File: src/rtl/drum_operand_stage.sv
// Two-stage DRUM operand truncation pipeline: S1 registers the raw operands, S2 registers
// the 8-bit truncated operands, one-hot shift codes and zero flag, with valid/ready flow control.
module drum_operand_stage #(
   parameter bit ROUND_LSB = 1'b1
) (
   input  logic        clk,
   input  logic        rst_n,
   input  logic        in_valid,
   output logic        in_ready,
   input  logic [15:0] in_a,
   input  logic [15:0] in_b,
   output logic        out_valid,
   input  logic        out_ready,
   output logic [7:0]  out_ta,
   output logic [7:0]  out_tb,
   output logic [7:0]  out_sha_oh,
   output logic [7:0]  out_shb_oh,
   output logic        out_zero
);

   typedef struct packed {
      logic [7:0] t;
      logic [7:0] sh_oh;
   } trunc_t;

   // Leading-one detect over bits 15..8; the ascending loop lets the highest set bit win.
   function automatic trunc_t truncate(input logic [15:0] x);
      trunc_t r;
      r.t     = x[7:0];
      r.sh_oh = '0;
      for (int p = 8; p < 16; p++) begin
         if (x[p]) begin
            r.t          = x[p -: 8];
            r.sh_oh      = '0;
            r.sh_oh[p-8] = 1'b1;
         end
      end
      if (ROUND_LSB && (x[15:8] != 8'h00)) r.t[0] = 1'b1;
      return r;
   endfunction

   logic        s1_valid;
   logic [15:0] s1_a;
   logic [15:0] s1_b;
   logic        s2_valid;
   logic        s2_load;
   trunc_t      ra;
   trunc_t      rb;

   // S2 takes a new pair whenever it is empty or its current pair leaves this cycle.
   assign s2_load   = !s2_valid || out_ready;
   assign in_ready  = rst_n && (!s1_valid || s2_load);
   assign out_valid = s2_valid;

   // NOTE: always_comb gives every output a default before any conditional logic so no latch can form.
   always_comb begin
      ra = '0;
      rb = '0;
      ra = truncate(s1_a);
      rb = truncate(s1_b);
   end

   // NOTE: sequential state uses non-blocking assignments so every register samples pre-edge values.
   always_ff @(posedge clk or negedge rst_n) begin
      if (!rst_n) begin
         s1_valid <= 1'b0;
         s1_a     <= '0;
         s1_b     <= '0;
      end else if (in_ready) begin
         s1_valid <= in_valid;
         if (in_valid) begin
            s1_a <= in_a;
            s1_b <= in_b;
         end
      end
   end

   always_ff @(posedge clk or negedge rst_n) begin
      if (!rst_n) begin
         s2_valid   <= 1'b0;
         out_ta     <= '0;
         out_tb     <= '0;
         out_sha_oh <= '0;
         out_shb_oh <= '0;
         out_zero   <= 1'b0;
      end else if (s2_load) begin
         s2_valid <= s1_valid;
         if (s1_valid) begin
            out_ta     <= ra.t;
            out_tb     <= rb.t;
            out_sha_oh <= ra.sh_oh;
            out_shb_oh <= rb.sh_oh;
            out_zero   <= (s1_a == 16'h0000) || (s1_b == 16'h0000);
         end
      end
   end

endmodule

File: config.mk
export PLATFORM = sky130hd
export DESIGN_NAME = drum_operand_stage
export DESIGN_NICKNAME = d
export VERILOG_FILES = /design/src/rtl/drum_operand_stage.sv
export SDC_FILE = /design/constraint.sdc
export NUM_CORES = 1
export LEC_CHECK = 0
export CELL_PAD_IN_SITES_DETAIL_PLACEMENT = 1
export CELL_PAD_IN_SITES_GLOBAL_PLACEMENT = 1
export CORE_MARGIN = 2
export CORE_UTILIZATION = 35
export DETAILED_ROUTE_END_ITERATION = 8
export GPL_ROUTABILITY_DRIVEN = 0
export MAX_ROUTING_LAYER = met4
export PLACE_DENSITY = 0.78
export SETUP_SLACK_MARGIN = 0.3
export SYNTH_ARGS = -nofsm -noshare
export SYNTH_HDL_FRONTEND = slang
export SYNTH_SLANG_ARGS = --single-unit
File: constraint.sdc
create_clock -name clk -period 1.8 [get_ports clk]
set_input_delay 0.36 -clock clk [delete_from_list [all_inputs] [get_ports clk]]
set_output_delay 0.36 -clock clk [all_outputs]
set_load 0.005 [all_outputs]
==> results.cfg, run 1 <==
[detailed_routing]
drt_iter0_drc = 208
drt_pass1_iterations = 5
routed_wirelength_mm = 13.8
vias = 3638
drc = 0
drtAntennaViolNets = 0
wl_per_cell_um = 21.9
vias_per_cell = 5.77

[cells_and_area]
regArea_um2 = 1690
fill_cells = 1129
diodes = 0
utilization_pct = 53.9
fin_nets = 526
design_area_um2 = 5490
area_growth_pct = 52.2
layout_common_cells = 58 x dfrtp_1, 58 x buf_4, 35 x nand2_1, 34 x dlygate4sd2_1
multi_input_area_um2 = 1970
drive_above_1_share_pct = 34.1

[floorplanning]
die_area_um2 = 11100
ioPinCount = 71
core-area_um2 = 10200
start_util_pct = 35.4
die_y_um = 106
chipWidth_um = 106
num_rows = 37

[worst_setup_path]
cp.arrival_ns = 1.86
crit_family = compound AO/OA/AOI/OAI gates
cp_max_fo = 4
r2r_start = s1_a[13]
cp-start-kind = register
slowest_delay_ns = 0.44
reg2regPathDepth = 5
crit_path_top_delay_cell = dfrtp_2
cp_cell_sequence = buf_4 -> nor2b_1 -> a221o_1 -> a221oi_2 -> a21oi_2
end_kind = register
r2r-end = out_ta[1]
r2r_setup_slack_ns = 0.18
crit_type = reg2reg
path_buf_inv = 1
cp_data_required_time_ns = 2.05

[clock_network]
clk_pin_slew_ns = 0.08
clock-root-buffer = clkbuf_8
clkLatencyLatePin_ns = 0.37
cts_htree_levels = 3
cts.path.max_buffers = 2
cts_tree = done
cts_sinks = 67
cts_made_buffers = 9

[power]
vdd_drop_max_v = 0.000429
powerDensity_nw_per_um2 = 1090
total_leakage_power_nw = 2.43
p_total_mw = 5.97

[logic_synthesis]
yosysSeqAreaShare_pct = 46.5
yosys_warnings = 0
synth_nets = 400
synth-main-ff-cell = dfrtp_1
async_reset_ff_share_pct = 100
yosysUniqueCellTypes = 56
synth_edf_count = 0
syn_area_um2 = 3610
synth_cells = 364
ys_seq_elements = 67
synth_area_per_cell_um2 = 9.91

[sta]
maxSlewViolCount = 0
worst_slew_pin_slew_ns = 0.873
slew_headroom_pct = 41.8
fin_crit_sh_pct = 89.7
rsz0062_at_grt = yes
layout_min_cycle_time_ns = 1.62
hold_viol = 0
fmax_ghz = 0.619
skew_ns = 0.00785
setup_viol = 0

[place]
dp_hpwl_mm = 7.74
place_area_um2 = 4580
port_buffers = 70

[global_routing]
grt_pass1_wl_mm = 19.3
antenna_found_initial = 0
track_usage_pct = 22.9
grt_max_degree = 68
met2_usage_pct = 37.0
overflow = 0
met1_usage_pct = 29.1
grt_pass1_vias = 3572
busiest_layer = met2
globalRouteMet3Util_pct = 4.70

[run]
drv_cap = 0

[outcome]
status = completed

[min_path]
min_path_type = in2async
==> cell type report <==
type	count	share of cell area [%]
repair buffers	148	26.0
clock buffers	14	2.78
inverters	13	0.888
multi-input cells	251	35.9
flip-flops and latches	67	30.7
clock inverters	2	0.638
well taps	136	3.10
==> per-layer routing <==
layer	up-vias	wire length [um]
li1	1585	-
met1	1854	5730
met2	161	6810
met3	38	863
met4	0	424
met5	-	0
==> cell usage after synthesis, types with 2 or more instances <==
| cell | number | area [um2] |
|---|---|---|
| o221ai_1 | 2 | 17.5 |
| nor2b_1 | 4 | 25.0 |
| nor3b_1 | 2 | 15.0 |
| o41ai_1 | 3 | 26.3 |
| nand3_1 | 5 | 25.0 |
| buf_4 | 3 | 22.5 |
| a22oi_1 | 3 | 22.5 |
| a221oi_1 | 7 | 61.3 |
| nand2b_1 | 5 | 31.3 |
| nor4_4 | 2 | 42.5 |
| o221a_2 | 2 | 22.5 |
| o31ai_1 | 6 | 45.0 |
| buf_6 | 2 | 22.5 |
| a211oi_1 | 4 | 30.0 |
| a211o_1 | 2 | 17.5 |
| nand3b_1 | 2 | 15.0 |
| o22ai_1 | 2 | 12.5 |
| nand2_1 | 36 | 135 |
| nor4_1 | 6 | 37.5 |
| o211ai_1 | 7 | 52.6 |
| inv_1 | 13 | 48.8 |
| dfrtp_1 | 67 | 1680 |
| mux2i_1 | 6 | 60.1 |
| a31oi_1 | 2 | 12.5 |
| o21ai_0 | 21 | 105 |
| buf_2 | 17 | 85.1 |
| mux2_2 | 35 | 394 |
| a21oi_1 | 36 | 180 |
| nor2_1 | 21 | 78.8 |
| nor3_1 | 4 | 20.0 |
| clkbuf_1 | 10 | 37.5 |
| o22a_1 | 2 | 17.5 |
| nand2_2 | 2 | 12.5 |
==> power breakdown <==
group | leakage, nW | internal [mW] | switching (mW)
registers | 0.794 | 1.84 | 0.397
logic | 1.54 | 1.26 | 1.20
clock network | 0.0947 | 0.679 | 0.599
==> cell families after synthesis <==
kind of cell	after synthesis	synth area share [%]
AO/OA/AOI/OAI	112	20.3
buffers and inverters	46	6.10
flip-flops	67	46.5
multiplexers	41	12.6
AND/OR/NAND/NOR	98	14.5
==> registers in the layout (all words and copies together), names as in the netlist <==
signal      flops
s1_a           16
s1_b           16
out_sha_oh      8
out_shb_oh      8
out_ta          8
out_tb          8
out_valid       1
out_zero        1
s1_valid        1
==> metrics by stage <==
step	hold WS, ns	instances	setup slack (ns)	TNS [ns]
2_1_floorplan	0.0644	364	0.322	0
3_3_place_gp	0.463	567	-0.146	-1.85
3_5_place_dp	0.467	567	-0.200	-4.58
4_1_cts	0.292	610	0.186	0
5_1_grt	0.338	631	0.125	0
6_report	0.248	631	0.185	0
==> worst max-delay path by stage <==
stage                     startpoint         to  slack [ns]  cells past startpoint
after floorplan            out_ready    s1_a[0]        0.32                      5
after global placement     out_ready   in_ready       -0.15                      4
after detailed placement   out_ready   in_ready       -0.20                      4
after CTS                  out_valid   in_ready        0.19                      3
after global routing        s1_a[12]  out_ta[4]        0.12                      6
final                       s1_a[13]  out_ta[1]        0.18                      5
==> repair_timing <==
action | CTS | global route
hold buffers | 0 | 0
gates cloned | 3 | 2
buffers inserted | 24 | 19
endpoints found under the setup margin | 86 | 52
endpoints found under the hold margin | 0 | 0
gates resized for setup | 67 | 54
pin swaps | 4 | 14
Power figures use the tool's default switching activity.
==> run 2, diff against run 1 <==
Settings changed: CELL_PAD_IN_SITES_DETAIL_PLACEMENT 1 to not set, CELL_PAD_IN_SITES_GLOBAL_PLACEMENT 1 to not set, PLACE_DENSITY 0.78 to 0.64.
==> results.cfg, run 2 (synthesis gave the netlist of run 1 again) <==
[sta]
layout_min_cycle_time_ns = 1.55
rsz0062_at_grt = yes
setup_viol = 0
tns_ns = 0
maxSlewViolCount = 0
hold_viol = 0
fmax_ghz = 0.646
fin_crit_sh_pct = 86.0
worst_slew_pin_slew_ns = 0.850
skew_ns = 0.00988
hold_ws_ns = 0.315
slew_headroom_pct = 43.4

[floorplanning]
die_area_um2 = 11100
start_util_pct = 35.4
core-area_um2 = 10200
die_y_um = 106
chipWidth_um = 106
num_rows = 37
ioPinCount = 71

[worst_setup_path]
reg2regPathDepth = 7
end_kind = register
cp_cell_sequence = buf_6 -> nand2b_4 -> o21a_1 -> buf_6 -> nand2_8 -> buf_12 -> mux2_4
crit_type = reg2reg
cp_data_required_time_ns = 2.03
r2r_setup_slack_ns = 0.25
cp_max_fo = 8
crit_path_top_delay_cell = dfrtp_1
path_buf_inv = 3
r2r-end = s1_b[4]
cp-start-kind = register
cp.arrival_ns = 1.78
cpMostUsedCell = buf_6
r2r_start = out_valid
crit_family = buffers and inverters
slowest_delay_ns = 0.37

[detailed_routing]
drtAntennaViolNets = 0
dr_wl_met2_mm = 4.77
vias_per_cell = 5.43
top_layer = met4
wl_met1_mm = 4.86
wl_per_cell_um = 17.1
drt_iter0_drc = 266
wl_met3_um = 621
vias = 3329
drt_pass1_iterations = 5
drc = 0
routed_wirelength_mm = 10.5

[clock_network]
clk_pin_slew_ns = 0.08
cts_made_buffers = 9
cts_tree = done
clock-root-buffer = clkbuf_8
cts_sinks = 67
cts_htree_levels = 3
clkLatencyLatePin_ns = 0.35
cts.path.max_buffers = 2
cts_hold_buf = 0

[global_routing]
antenna_found_initial = 0
track_usage_pct = 18.8
grt_pass1_vias = 3151
overflow = 0
grt_max_degree = 68
grt_pass1_wl_mm = 16.2

[place]
port_buffers = 70
dp_hpwl_mm = 6.64

[cells_and_area]
layout_common_cells = 58 x dfrtp_1, 49 x buf_4, 36 x a21oi_1, 35 x nand2_1, 34 x dlygate4sd2_1
diodes = 0
fin_nets = 510
drive_above_1_share_pct = 30.2
top_regs = s1_a x16, s1_b x16
area_growth_pct = 45.8
final_common_cell = dfrtp_1

[power]
internal_power_mw = 3.66
comb_power_share_pct = 38.3
pwr-share-clk_pct = 21.8
total_leakage_power_nw = 2.37
p_total_mw = 5.56
vdd_drop_max_v = 0.000416
swShare_pct = 34.2
power.switching_mw = 1.90
powerDensity_nw_per_um2 = 1060
p_seq_share_pct = 39.8

[min_path]
min_path_type = in2async

[outcome]
status = completed

[run]
drv_cap = 0
## run 2: cell count changes in the layout (fill, tap and decap cells not counted), sizes merged
cell / previous run / this run
clkdlybuf4s15: 0 / 1
clkinv: 1 / 2
clkbuf: 19 / 12
clkinvlp: 0 / 1
buf: 76 / 63
inv: 13 / 12
## run 2: area by class of cell
cell class	instances	area, um2
timing repair buffer	132	1240
sequential	67	1690
clock buffer	11	141
tap	136	170
inverter	13	52.6
fill	945	4920
clock inverter	3	40.0
multi-input combinational	251	1930
## run 2: worst max-delay path by stage
stage / slack [ns] / cells past startpoint / start / to
4_1_cts: 0.21 / 5 / s1_a[10] / out_ta[5]
3_5_place_dp: -0.16 / 4 / out_ready / in_ready
5_1_grt: 0.20 / 7 / out_valid / s1_b[9]
6_report: 0.25 / 7 / out_valid / s1_b[4]
2_1_floorplan: 0.32 / 5 / out_ready / s1_a[0]
3_3_place_gp: -0.14 / 4 / out_ready / in_ready
## run 2: metal layers
metal	global-route usage [%]	vias up
met5	-	-
met4	8.18	0
met3	3.09	18
met2	26.5	130
met1	26.6	1621
li1	-	1560
## run 2: power groups by stage
stage          logic, mW  registers, mW  clock network [mW]
3_5_place_dp        1.82           2.24                   0
3_3_place_gp        1.79           2.23                   0
4_1_cts             1.90           2.21                1.23
6_report            2.13           2.22                1.22
2_1_floorplan       1.08           2.09                   0
5_1_grt             2.31           2.26                1.28
## run 2: worst register-to-register path, delay by kind of cell (launching register included)
| family | cells | cell delay [ns] |
|---|---|---|
| and+or+nand+nor | 2 | 0.17 |
| muxes | 1 | 0.31 |
| DFF | 1 | 0.37 |
| AOI/OAI and AO/OA | 1 | 0.19 |
| buffers and inverters | 3 | 0.40 |
## run 2: what timing repair did
item,CTS,global route
gates cloned,2,1
resized for setup,77,38
pin swaps,3,16
endpoints found under the setup margin,77,52
endpoints found under the hold margin,0,0
setup buffers,16,15
## run 2: per-stage QoR
| stage | instance area [um2] | utilization, % | worst slack (ns) | cells |
|---|---|---|---|---|
| 6_report | 5260 | 51.7 | 0.252 | 613 |
| 5_1_grt | 5260 | 51.7 | 0.199 | 613 |
| 4_1_cts | 5010 | 49.2 | 0.207 | 597 |
| 3_5_place_dp | 4560 | 44.8 | -0.157 | 565 |
| 3_3_place_gp | 4560 | 44.8 | -0.141 | 565 |
| 2_1_floorplan | 3610 | - | 0.322 | 364 |
==> run 3, diff against run 2 <==
Clock period 1.8 ns to 1.65 ns, I/O delays scaled along.
==> results.cfg, run 3 (synthesis gave the netlist of run 1 again) <==
[outcome]
status = completed

[power]
pwr-share-clk_pct = 20.0
swShare_pct = 34.8
total_leakage_power_nw = 2.61
internal_power_mw = 4.44
powerDensity_nw_per_um2 = 1140
power.switching_mw = 2.37
p_seq_share_pct = 35.9
comb_power_share_pct = 44.1
vdd_drop_max_v = 0.000410

[worst_setup_path]
end_kind = register
slowest_delay_ns = 0.38
cp_cell_sequence = inv_1 -> o21a_1 -> buf_6 -> nand2_8 -> clkbuf_16 -> mux2_4
cp_data_required_time_ns = 1.90
cp-start-kind = register
crit_family = buffers and inverters
crit_type = reg2reg
cp_max_fo = 8
crit_path_top_delay_cell = dfrtp_1
path_buf_inv = 3
cp.arrival_ns = 1.75

[place]
dp.cells = 576
place_ws_ns = -0.280
dp_hpwl_mm = 6.65
port_buffers = 70

[global_routing]
grt_pass1_vias = 3432
grt_max_degree = 68
overflow = 0
grt_pass1_wl_mm = 17.2
antenna_found_initial = 0
track_usage_pct = 19.8

[floorplanning]
die_y_um = 106
core-area_um2 = 10200
ioPinCount = 71
start_util_pct = 35.4
die_area_um2 = 11100
num_rows = 37
chipWidth_um = 106

[cells_and_area]
final_common_cell = buf_4
layout_common_cells = 68 x buf_4, 56 x dfrtp_1, 33 x a21oi_1, 33 x nand2_1, 33 x clkdlybuf4s50_1
fin_nets = 549
top_regs = s1_a x16, s1_b x16
area_growth_pct = 65.5
finalNonFillerCells = 654
fill_cells = 826
diodes = 0
drive_above_1_share_pct = 42.3
utilization_pct = 58.6

[detailed_routing]
vias_per_cell = 5.41
drc = 0
drtAntennaViolNets = 0
drt_iter0_drc = 295
routed_wirelength_mm = 11.5
drt_pass1_iterations = 5
vias = 3539
wl_per_cell_um = 17.6

[clock_network]
clkLatencyLatePin_ns = 0.35
cts_tree = done
cts.path.max_buffers = 2
clk_pin_slew_ns = 0.07
clock-root-buffer = clkbuf_8
cts_htree_levels = 3
cts_sinks = 67
cts_made_buffers = 9

[sta]
hold_viol = 0
layout_min_cycle_time_ns = 1.51
worst_slew_pin_slew_ns = 0.374
fmax_ghz = 0.664
maxSlewViolCount = 0
skew_ns = 0.00792
fin_ws_ns = 0.144
rsz0062_at_grt = yes
setup_viol = 0
slew_headroom_pct = 75.0
tns_ns = 0
fin_crit_sh_pct = 91.3

[min_path]
min_path_type = in2async

[run]
drv_cap = 0
run 3: final cells by class:
class / count / area (um2) / share of cell area, %
Timing Repair Buffer: 171 / 1710 / 28.6
Clock buffer: 11 / 141 / 2.37
Inverter: 13 / 56.3 / 0.943
Multi-Input combinational cell: 251 / 2150 / 36.1
Sequential cell: 67 / 1690 / 28.3
Tap cell: 136 / 170 / 2.85
Clock inverter: 5 / 52.6 / 0.880
run 3: power by group through the flow:
stage          sequential, mW  combinational (mW)  clock (mW)
6_report                 2.45                3.01        1.36
5_1_grt                  2.49                3.22        1.45
4_1_cts                  2.41                2.51        1.38
3_5_place_dp             2.44                2.17           0
3_3_place_gp             2.43                2.14           0
2_1_floorplan            2.29                1.28           0
run 3: final timing paths:
| check | slack [ns] | from | depth (start not counted) | endpoint |
|---|---|---|---|---|
| min in group clk | 0.47 | out_ready | 4 | out_valid |
| hold reg to reg | 0.49 | out_sha_oh[2] | 2 | out_sha_oh[2] |
| setup / recovery | 0.14 | s1_valid | 6 | s1_a[13] |
| hold / removal | 0.10 | rst_n | 2 | s1_b[12] |
| setup reg to reg | 0.14 | s1_valid | 6 | s1_a[13] |
| max in group asynchronous | 1.26 | rst_n | 2 | s1_a[9] |
run 3: per-stage QoR:
step	hold slack [ns]	power, mW	cell area (um2)
after global routing	0.127	7.16	5970
after floorplan	0.0344	3.57	3760
after detailed placement	0.463	4.61	4790
after global placement	0.466	4.57	4790
after CTS	0.106	6.29	5420
final	0.101	6.81	5970
run 3: worst register-to-register path, stage by stage (launching register included):
cell and delay [ns]:
dfrtp_1 0.38, inv_1 0.07, o21a_1 0.21, buf_6 0.13
nand2_8 0.12, clkbuf_16 0.19, mux2_4 0.30
run 3: timing repair:
item	in CTS	in global routing
setup endpoints to repair	90	83
gates cloned	3	5
pin swaps	12	30
buffers inserted	29	25
hold buffers	0	0
resized for setup	102	83
run 3: per-layer routing:
layer  wire (um)  global-route usage [%]  up-vias
met3         574                    3.65       31
li1            -                       -     1630
met1        5330                    27.5     1729
met2        5310                    28.9      149
met4         316                    7.24        0
met5           0                       -        -
